**src/rtl/ldst_issue_ctrl.sv**
```systemverilog
// Load/store issue controller: allocates reservation-station entries to the
// dispatch slots and keeps them in a program-order queue. Ops issue in order
// from the head of the queue. After a mispredict, killed entries are walked
// back off the tail of the queue.
module ldst_issue_ctrl #(
    parameter int ENT_NUM = 4,
    parameter int ENT_SEL = 2
) (
    input  logic               clk,
    input  logic               reset,
    input  logic               req1,
    input  logic               req2,
    output logic               alloc_ok,
    output logic               we1,
    output logic               we2,
    output logic [ENT_SEL-1:0] waddr1,
    output logic [ENT_SEL-1:0] waddr2,
    input  logic [ENT_NUM-1:0] busyvec,
    input  logic [ENT_NUM-1:0] ready,
    input  logic               prmiss,
    output logic               iss_valid,
    input  logic               iss_ready,
    output logic               clearbusy,
    output logic [ENT_SEL-1:0] issueaddr,
    output logic [ENT_SEL:0]   qcount
);

    typedef enum logic [0:0] {
        ST_RUN   = 1'b0,
        ST_FLUSH = 1'b1
    } state_e;

    localparam logic [ENT_SEL:0]   DEPTH   = (ENT_SEL+1)'(ENT_NUM);
    localparam logic [ENT_SEL-1:0] ONE_PTR = (ENT_SEL)'(1);
    localparam logic [ENT_SEL:0]   ONE_CNT = (ENT_SEL+1)'(1);

    state_e             state_r, state_nxt_s;
    logic [ENT_SEL-1:0] queue_r [ENT_NUM];
    logic [ENT_SEL-1:0] head_r, tail_r;
    logic [ENT_SEL:0]   count_r;
    logic [ENT_NUM-1:0] wpend_r, wpend_nxt_s;

    logic [ENT_NUM-1:0] free_s;
    logic [ENT_SEL:0]   free_cnt_s, need_s, space_s, push_cnt_s;
    logic [ENT_SEL-1:0] f0_s, f1_s, tail_m1_s, tail_p1_s, head_ent_s;
    logic               f0_found_s, f1_found_s;
    logic               run_s, grant_s, g_we1_s, g_we2_s, has_s;
    logic [ENT_SEL-1:0] g_wa1_s, g_wa2_s;
    logic               g_iss_s, g_clr_s, walk_s;

    // Free entries: not busy in the RS and not granted last cycle
    // (busyvec lags a grant by one cycle). Pick the two lowest and count them.
    always_comb begin
        free_s     = ~busyvec & ~wpend_r;
        f0_s       = '0;
        f1_s       = '0;
        f0_found_s = 1'b0;
        f1_found_s = 1'b0;
        free_cnt_s = '0;
        for (int i = 0; i < ENT_NUM; i++) begin
            free_cnt_s = free_cnt_s + (ENT_SEL+1)'(free_s[i]);
            if (free_s[i] && !f0_found_s) begin
                f0_s       = (ENT_SEL)'(i);
                f0_found_s = 1'b1;
            end else if (free_s[i] && !f1_found_s) begin
                f1_s       = (ENT_SEL)'(i);
                f1_found_s = 1'b1;
            end else begin
                f1_found_s = f1_found_s;
            end
        end
    end

    // Grant, issue and flush-walk decisions plus queue bookkeeping values.
    always_comb begin
        run_s      = (state_r == ST_RUN);
        need_s     = (ENT_SEL+1)'(req1) + (ENT_SEL+1)'(req2);
        space_s    = DEPTH - count_r;
        grant_s    = run_s && !prmiss && (free_cnt_s >= need_s) && (space_s >= need_s);
        g_we1_s    = req1 && grant_s;
        g_we2_s    = req2 && grant_s;
        g_wa1_s    = f0_s;
        g_wa2_s    = req1 ? f1_s : f0_s;
        has_s      = (count_r != '0);
        head_ent_s = queue_r[head_r];
        g_iss_s    = run_s && !prmiss && has_s && ready[head_ent_s];
        g_clr_s    = g_iss_s && iss_ready;
        tail_m1_s  = tail_r - ONE_PTR;
        tail_p1_s  = tail_r + (ENT_SEL)'(g_we1_s);
        walk_s     = !run_s && has_s && !busyvec[queue_r[tail_m1_s]];
        push_cnt_s = (ENT_SEL+1)'(g_we1_s) + (ENT_SEL+1)'(g_we2_s);
        wpend_nxt_s = '0;
        for (int i = 0; i < ENT_NUM; i++) begin
            wpend_nxt_s[i] = (g_we1_s && (g_wa1_s == (ENT_SEL)'(i))) ||
                             (g_we2_s && (g_wa2_s == (ENT_SEL)'(i)));
        end
    end

    // RUN/FLUSH next state: a mispredict starts (or prolongs) the walk.
    always_comb begin
        state_nxt_s = state_r;
        case (state_r)
            ST_RUN: begin
                if (prmiss) begin
                    state_nxt_s = ST_FLUSH;
                end else begin
                    state_nxt_s = ST_RUN;
                end
            end
            ST_FLUSH: begin
                if (walk_s || prmiss) begin
                    state_nxt_s = ST_FLUSH;
                end else begin
                    state_nxt_s = ST_RUN;
                end
            end
            default: state_nxt_s = ST_RUN;
        endcase
    end

    // Control state: pointers, occupancy, pending grants and FSM.
    always_ff @(posedge clk) begin
        if (!reset) begin
            state_r <= ST_RUN;
            head_r  <= '0;
            tail_r  <= '0;
            count_r <= '0;
            wpend_r <= '0;
        end else begin
            state_r <= state_nxt_s;
            wpend_r <= wpend_nxt_s;
            if (walk_s) begin
                tail_r  <= tail_m1_s;
                count_r <= count_r - ONE_CNT;
            end else begin
                tail_r  <= tail_r + push_cnt_s[ENT_SEL-1:0];
                count_r <= count_r + push_cnt_s - (ENT_SEL+1)'(g_clr_s);
            end
            head_r <= head_r + (ENT_SEL)'(g_clr_s);
        end
    end

    // Queue storage: slot 1 entry goes in first, slot 2 right behind it.
    always_ff @(posedge clk) begin
        if (reset && g_we1_s) begin
            queue_r[tail_r] <= g_wa1_s;
        end
        if (reset && g_we2_s) begin
            queue_r[tail_p1_s] <= g_wa2_s;
        end
    end

    // Outputs are forced to zero while reset is held low.
    always_comb begin
        if (!reset) begin
            alloc_ok  = 1'b0;
            we1       = 1'b0;
            we2       = 1'b0;
            waddr1    = '0;
            waddr2    = '0;
            iss_valid = 1'b0;
            clearbusy = 1'b0;
            issueaddr = '0;
            qcount    = '0;
        end else begin
            alloc_ok  = grant_s;
            we1       = g_we1_s;
            we2       = g_we2_s;
            waddr1    = g_wa1_s;
            waddr2    = g_wa2_s;
            iss_valid = g_iss_s;
            clearbusy = g_clr_s;
            issueaddr = has_s ? head_ent_s : '0;
            qcount    = count_r;
        end
    end

endmodule

```
**config.mk**
```make
export PLATFORM = sky130hd
export DESIGN_NAME = ldst_issue_ctrl
export DESIGN_NICKNAME = d
export VERILOG_FILES = /design/src/rtl/ldst_issue_ctrl.sv
export SDC_FILE = /design/constraint.sdc
export NUM_CORES = 1
export LEC_CHECK = 0
export ABC_AREA = 0
export CAP_MARGIN = 20
export CELL_PAD_IN_SITES_DETAIL_PLACEMENT = 0
export CELL_PAD_IN_SITES_GLOBAL_PLACEMENT = 1
export CORE_MARGIN = 3
export CORE_UTILIZATION = 35
export CTS_CLUSTER_SIZE = 20
export DETAILED_ROUTE_END_ITERATION = 7
export GPL_TIMING_DRIVEN = 0
export HOLD_SLACK_MARGIN = 0.12
export PLACE_DENSITY = 0.78
export SLEW_MARGIN = 20
export SYNTH_ARGS = -nofsm -noshare
export SYNTH_HDL_FRONTEND = slang
export SYNTH_SLANG_ARGS = --single-unit
```
**constraint.sdc**
```tcl
create_clock -name clk -period 7.1 [get_ports clk]
set_input_delay 1.775 -clock clk [delete_from_list [all_inputs] [get_ports clk]]
set_output_delay 1.775 -clock clk [all_outputs]
set_load 0.01 [all_outputs]
```
==> reports/qor.csv, run 1 <==
metric,value,unit
status,"finished, final reports clean",
dr_total_vias,1292,
timing.slew.headroom,0.5172,
fp.dieW,75.88,um
synthFlopType,dfxtp_1,
grt_first_pass_wirelength,5761,um
cts-buffers-inserted,3,
cts_htree_levels,1,
synth_compound_area_frac,0.07760,
hold_violations,0,
drive_above_1_share,0.07843,
synthAdderAreaFrac,0.2108,
async_reset_ff_frac,0,
worst-path-max-fanout,6,
crit_family,adder cells,
dp_hpwl,2966,um
rsz0062_at_grt,false,
fin_nets,246,
maxSlewViolCount,0,
antenna_found_initial,0,
finalPower,0.5663,mW
syn-cell-area,1709,sq um
fin_crit,6861,ps
ys_ff_latch,20,
setup_violations,0,
grt_max_degree,13,
insertion_delay,260,ps
ir_drop,0.09128,mV
clkTransAtPathRegs,80,ps
synth_edf_count,8,
worstSetupPathType,primary input to output pin,
drc,0,
synth_cell_types,38,
worst-slew-pin-transition,724.2,ps
n_antenna_cell,0,
cts-root-buf,clkbuf_8,
dr.pass1.iters,4,
wl_per_cell,13.72,um
io_buffers,27,
synth_area_per_cell,9.995,sq um
arrival,5090,ps
pin_count,28,
coreArea,4534,sq um
finalClockSkew,5.249,ps
tritoncts,done,
via_per_inst,4.803,
max_stage_delay,610,ps
yosys.area_share.simple,0.1816,
leakagePower,0.9026,nW
crit_chain,clkdlybuf4s50_1 -> nor2_1 -> fa_1 -> ha_1 -> fa_1 -> a31oi_1 -> nor4b_4 -> clkdlybuf4s50_1,
fmax,145.7,MHz
synth_xor_xnor_area_share,0.03587,
hp-class,register to register,
power_density,261.6,nW/um^2
yosysSeqAreaShare,0.2811,
use_met2,0.2224,
met3_usage,0.02111,
cap_violations,0,
gr-usage-met1,0.1838,
cp-start-kind,primary input,
yosys_warnings,0,
fp.dieArea,5758,sq um
syn-num-nets,212,
start_util,0.3769,
fin_tns_setup,0,ps
gp_congestion,0.7449,
rows,24,
grt_util_all_layers,0.1374,
clock_path_buffers,2,
syn_inst,171,
clock-sinks,20,
required,5330,ps
wl,3692,um
ant_nets,0,
path_buf_inv,2,
synth_top_family_by_area,adder cells,
fin_crit_sh,0.9664,
fill_cells,432,
cpMaxStageDelayCell,clkdlybuf4s50_1,
end_kind,output pin,
grt_overflow_total,0,
area_delta_synth_final,26.65,%
grt_pass1_vias,1178,
die_y,75.88,um
drtIter0Drc,47,
top_usage_layer,met2,
synth_mux_area_frac,0.1713,
-- routing by layer --
metal  vias to the layer above  part of all wire  routed length (um)
met5                         -                 0                   0
met4                         0             0.014                  53
met3                         5             0.049                 181
met2                        28              0.46                1683
met1                       593              0.48                1773
li1                        666                 -                   -
-- worst reg2reg max path, cell delays in order (launching register included) --
cell and delay (ps):
dfxtp_1 300, or2_2 310, inv_1 130, fa_1 420
ha_1 250, fa_1 460, a31oi_1 540, nor2_1 110
and3_1 250, ha_1 310, inv_1 40, ha_1 260
inv_1 40, ha_1 180, fa_1 390, xnor2_1 200
xnor2_1 130, nand2_1 60, mux2i_1 120
-- cell type report --
class	count	area, sq um	share of cell area
Multi-Input combinational cell	132	1175	0.5428
Sequential cell	20	480.5	0.2220
Timing Repair Buffer	29	285.3	0.1318
Tap cell	65	81.33	0.03757
Inverter	17	63.81	0.02948
Clock buffer	3	41.29	0.01908
Clock inverter	1	30.03	0.01387
Buffer	2	7.507	0.003468
-- layout by cell type, fill, tap and decap left out, types with 3 or more instances in the layout --
master,n
a21oi_1,3
xnor2_1,7
and3_1,3
nand2b_1,7
edfxtp_1,8
nor3_1,4
nand2_1,15
inv_1,16
clkbuf_8,3
nor3b_1,3
fa_1,3
ha_1,24
mux4_2,4
nor2_1,19
dfxtp_1,12
mux2i_1,15
clkdlybuf4s50_1,27
-- per-stage QoR --
step	area, sq um	setup slack [ps]	cells	util	hold slack (ps)
after floorplan	1709	1154	171	-	535.2
after global placement	2061	-371.5	263	0.4545	563.2
after detailed placement	2061	-315.0	263	0.4545	567.5
after CTS	2165	194.3	269	0.4774	577.7
after global routing	2165	53.70	269	0.4774	625.8
final	2165	238.7	269	0.4774	572.1
-- final timing paths --
kind,start,endpoint,slack [ps],cells past startpoint
setup / recovery,busyvec[1],we2,240,8
hold / removal,count_r[2],count_r[2],570,3
setup reg to reg,wpend_r[0],count_r[2],2530,18
hold reg to reg,count_r[2],count_r[2],570,3
-- registers in the layout, indices dropped and copies added (netlist names) --
register and count:
tail_r 2, count_r 3, wpend_r 4, state_r 1
head_r 2, queue_r 8
-- report_power, final --
part	switching (mW)	internal, mW
clock	0.0411	0.0753
combinational	0.151	0.145
sequential	0.0155	0.138
total	0.208	0.359
-- what timing repair did --
action	in CTS	in global routing
buffers inserted	2	0
hold buffers	0	0
setup endpoints to repair	2	0
gates resized for setup	2	0
-- Yosys cell counts, types with 2 or more instances --
| cell type | n | area [sq um] |
|---|---|---|
| a21o_1 | 2 | 15.01 |
| a21oi_1 | 3 | 15.01 |
| a32o_1 | 2 | 20.02 |
| and3_1 | 3 | 18.77 |
| dfxtp_1 | 12 | 240.2 |
| edfxtp_1 | 8 | 240.2 |
| fa_1 | 3 | 60.06 |
| ha_1 | 24 | 300.3 |
| inv_1 | 16 | 60.06 |
| mux2i_1 | 15 | 150.1 |
| mux4_2 | 4 | 90.09 |
| nand2_1 | 15 | 56.30 |
| nand2b_1 | 7 | 43.79 |
| nand3b_1 | 2 | 15.01 |
| nor2_1 | 19 | 71.32 |
| nor3_1 | 4 | 20.02 |
| nor3b_1 | 3 | 22.52 |
| nor4b_2 | 2 | 30.03 |
| o21ai_0 | 2 | 10.01 |
| xnor2_1 | 7 | 61.31 |
-- logic make-up after synthesis --
logic type | Yosys count
AOI/OAI and AO/OA | 16
muxes | 22
adders and majority gates | 27
DFF | 20
and+or+nand+nor | 60
xor gates and xnor gates | 7
buffers and inverters | 19
Power figures use the tool's default switching activity.
==> run 2, diff against run 1 <==
--- a/config.mk
+++ b/config.mk
@@ -10,12 +10,12 @@
 export CELL_PAD_IN_SITES_DETAIL_PLACEMENT = 0
 export CELL_PAD_IN_SITES_GLOBAL_PLACEMENT = 1
 export CORE_MARGIN = 3
-export CORE_UTILIZATION = 35
+export CORE_UTILIZATION = 25
 export CTS_CLUSTER_SIZE = 20
 export DETAILED_ROUTE_END_ITERATION = 7
 export GPL_TIMING_DRIVEN = 0
 export HOLD_SLACK_MARGIN = 0.12
-export PLACE_DENSITY = 0.78
+export PLACE_DENSITY = 0.62
 export SLEW_MARGIN = 20
 export SYNTH_ARGS = -nofsm -noshare
 export SYNTH_HDL_FRONTEND = slang
==> reports/qor.csv, run 2 (same netlist as run 1, synthesis figures left out) <==
metric,value,unit,change
gp_congestion,0.7696,,+3.3%
fp.dieArea,7865,sq um,+37%
end_kind,output pin,,
finalClockSkew,5.293,ps,+0.04433 ps
io_buffers,27,,unchanged
min_path_cells,2,,-1
grt_pass1_vias,1282,,+8.8%
multi_input_area,1175,sq um,unchanged
cts-buffers-inserted,3,,unchanged
worstSetupPathType,primary input to output pin,,
dp_hpwl,3195,um,+7.7%
arrival,5120,ps,+30 ps
start_util,0.2631,,-0.1138
wl,4056,um,+9.9%
grt_overflow_total,0,,unchanged
cap_violations,0,,unchanged
pin_count,28,,unchanged
timing.slew.headroom,0.5424,,+0.02515
mostFrequentLayoutCells,"clkdlybuf4s50_1 (27), ha_1 (24), nor2_1 (19), inv_1 (16)",,
drtIter0Drc,69,,+47%
crit_chain,clkdlybuf4s50_1 -> nor2_1 -> fa_1 -> ha_1 -> fa_1 -> a31oi_1 -> nor4b_4 -> clkdlybuf4s50_1,,
dr.pass1.iters,4,,unchanged
hp-class,register to register,,
rsz0062_at_grt,false,,
drc,0,,unchanged
leakagePower,0.9026,nW,unchanged
grt_max_degree,13,,unchanged
area_delta_synth_final,27.53,%,
n_antenna_cell,0,,unchanged
rows,29,,+21%
path_buf_inv,2,,unchanged
fin_tns_setup,0,ps,unchanged
antenna_found_initial,0,,unchanged
fin_crit_sh,0.9712,,+0.004836
tritoncts,done,,
cp-start-kind,primary input,,
fin_nets,246,,unchanged
r2r-start,wpend_r[1],,
fin_crit,6896,ps,+34.33 ps
die_y,88.69,um,+17%
timing.reg2reg.setup_slack,2500,ps,-30 ps
maxSlewViolCount,0,,unchanged
r2r-end,count_r[2],,
clkTransAtPathRegs,70,ps,about the same
coreArea,6495,sq um,+43%
wl_per_cell,14.43,um,+5.2%
grt_util_all_layers,0.1114,,-0.02597
via_per_inst,4.637,,-3.5%
required,5330,ps,about the same
whs,580.4,ps,+8.304 ps
cp.depth,8,,unchanged
worst-path-max-fanout,6,,unchanged
reg.largest.list,"queue_r: 8 flops, wpend_r: 4 flops, count_r: 3 flops",,
min_from,head_r[1],,
clock_path_buffers,2,,unchanged
largest_reg_flops,8,,unchanged
drive_above_1_share,0.07843,,unchanged
fill_cells,690,,+60%
final_common_cell,clkdlybuf4s50_1,,
setup_violations,0,,unchanged
fp.dieW,88.69,um,+17%
ant_nets,0,,unchanged
dpl_worst_slack,-375.6,ps,-60.59 ps
setup_ws,204.4,ps,-34.33 ps
hold_violations,0,,unchanged
insertion_delay,260,ps,about the same
ir_drop,0.08720,mV,-4.5%
status,"finished, final reports clean",,
regArea,480.5,sq um,unchanged
fin_util,0.3356,,-0.1418
worst-slew-pin-transition,679.3,ps,-44.91 ps
regMostFlops,queue_r,,
hold_end,head_r[1],,
max_stage_delay,610,ps,about the same
clock-sinks,20,,unchanged
power_density,260.2,nW/um^2,-0.55%
grt_first_pass_wirelength,6520,um,+13%
dr_total_vias,1303,,+0.85%
finalPower,0.5671,mW,+0.14%
r2r_cells,17,,-1
fmax,145.0,MHz,-0.50%
crit_family,adder cells,,
cts_htree_levels,1,,unchanged
cts-root-buf,clkbuf_8,,
cpMaxStageDelayCell,clkdlybuf4s50_1,,
[run 2: what timing repair did]
item                                    in CTS  in global routing
hold buffers                                 0                  0
gates resized for setup                      2                  0
buffers inserted                             2                  0
endpoints found under the setup margin       2                  0
[run 2: per-stage QoR]
step                area [sq um]  instances
CTS                         2180        281
detailed placement          2076        275
global route                2180        281
floorplan                   1709        171
finish                      2180        281
global placement            2076        275
[run 2: worst max-delay path by stage]
stage	from	endpoint	slack [ps]
detailed placement	busyvec[1]	we1	-380
global route	busyvec[1]	we1	3
finish	busyvec[1]	we2	200
floorplan	busyvec[0]	we1	1150
CTS	busyvec[1]	we1	150
global placement	busyvec[1]	we1	-430
[run 2: area by class of cell]
class | instances | share of cell area
flip-flops and latches | 20 | 0.2204
plain buffers | 2 | 0.003444
repair buffers | 29 | 0.1309
clock buffers | 3 | 0.01894
well taps | 77 | 0.04420
multi-input cells | 132 | 0.5390
clock inverters | 1 | 0.01378
inverters | 17 | 0.02928
[run 2: layer usage]
metal  GRT usage  up-vias  wire, um
met5           0        -         0
met4     0.03709        0        47
met3     0.02142        4       156
met2      0.1822       23      1893
met1      0.1470      606      1958
li1            -      670         -
[run 2: worst reg2reg max path: cells and delay by family, from the launching register on]
kind,cells,cell delay (ps)
and+or+nand+nor,4,800
muxes,1,120
DFF,1,300
AOI/OAI and AO/OA,1,540
buffers and inverters,2,80
adders and majority gates,7,2370
xor gates and xnor gates,2,320
[run 2: power by group]
part | switching [mW] | internal, mW
registers | 0.0157 | 0.138
clock network | 0.0385 | 0.0753
logic | 0.154 | 0.145
==> run 3, diff against run 2 <==
--- a/config.mk
+++ b/config.mk
@@ -16,6 +16,7 @@
 export GPL_TIMING_DRIVEN = 0
 export HOLD_SLACK_MARGIN = 0.12
 export PLACE_DENSITY = 0.62
+export SKIP_LAST_GASP = 1
 export SLEW_MARGIN = 20
 export SYNTH_ARGS = -nofsm -noshare
 export SYNTH_HDL_FRONTEND = slang
==> results of run 3 <==
The final DEF is identical to that of run 2; final timing and power are the same.
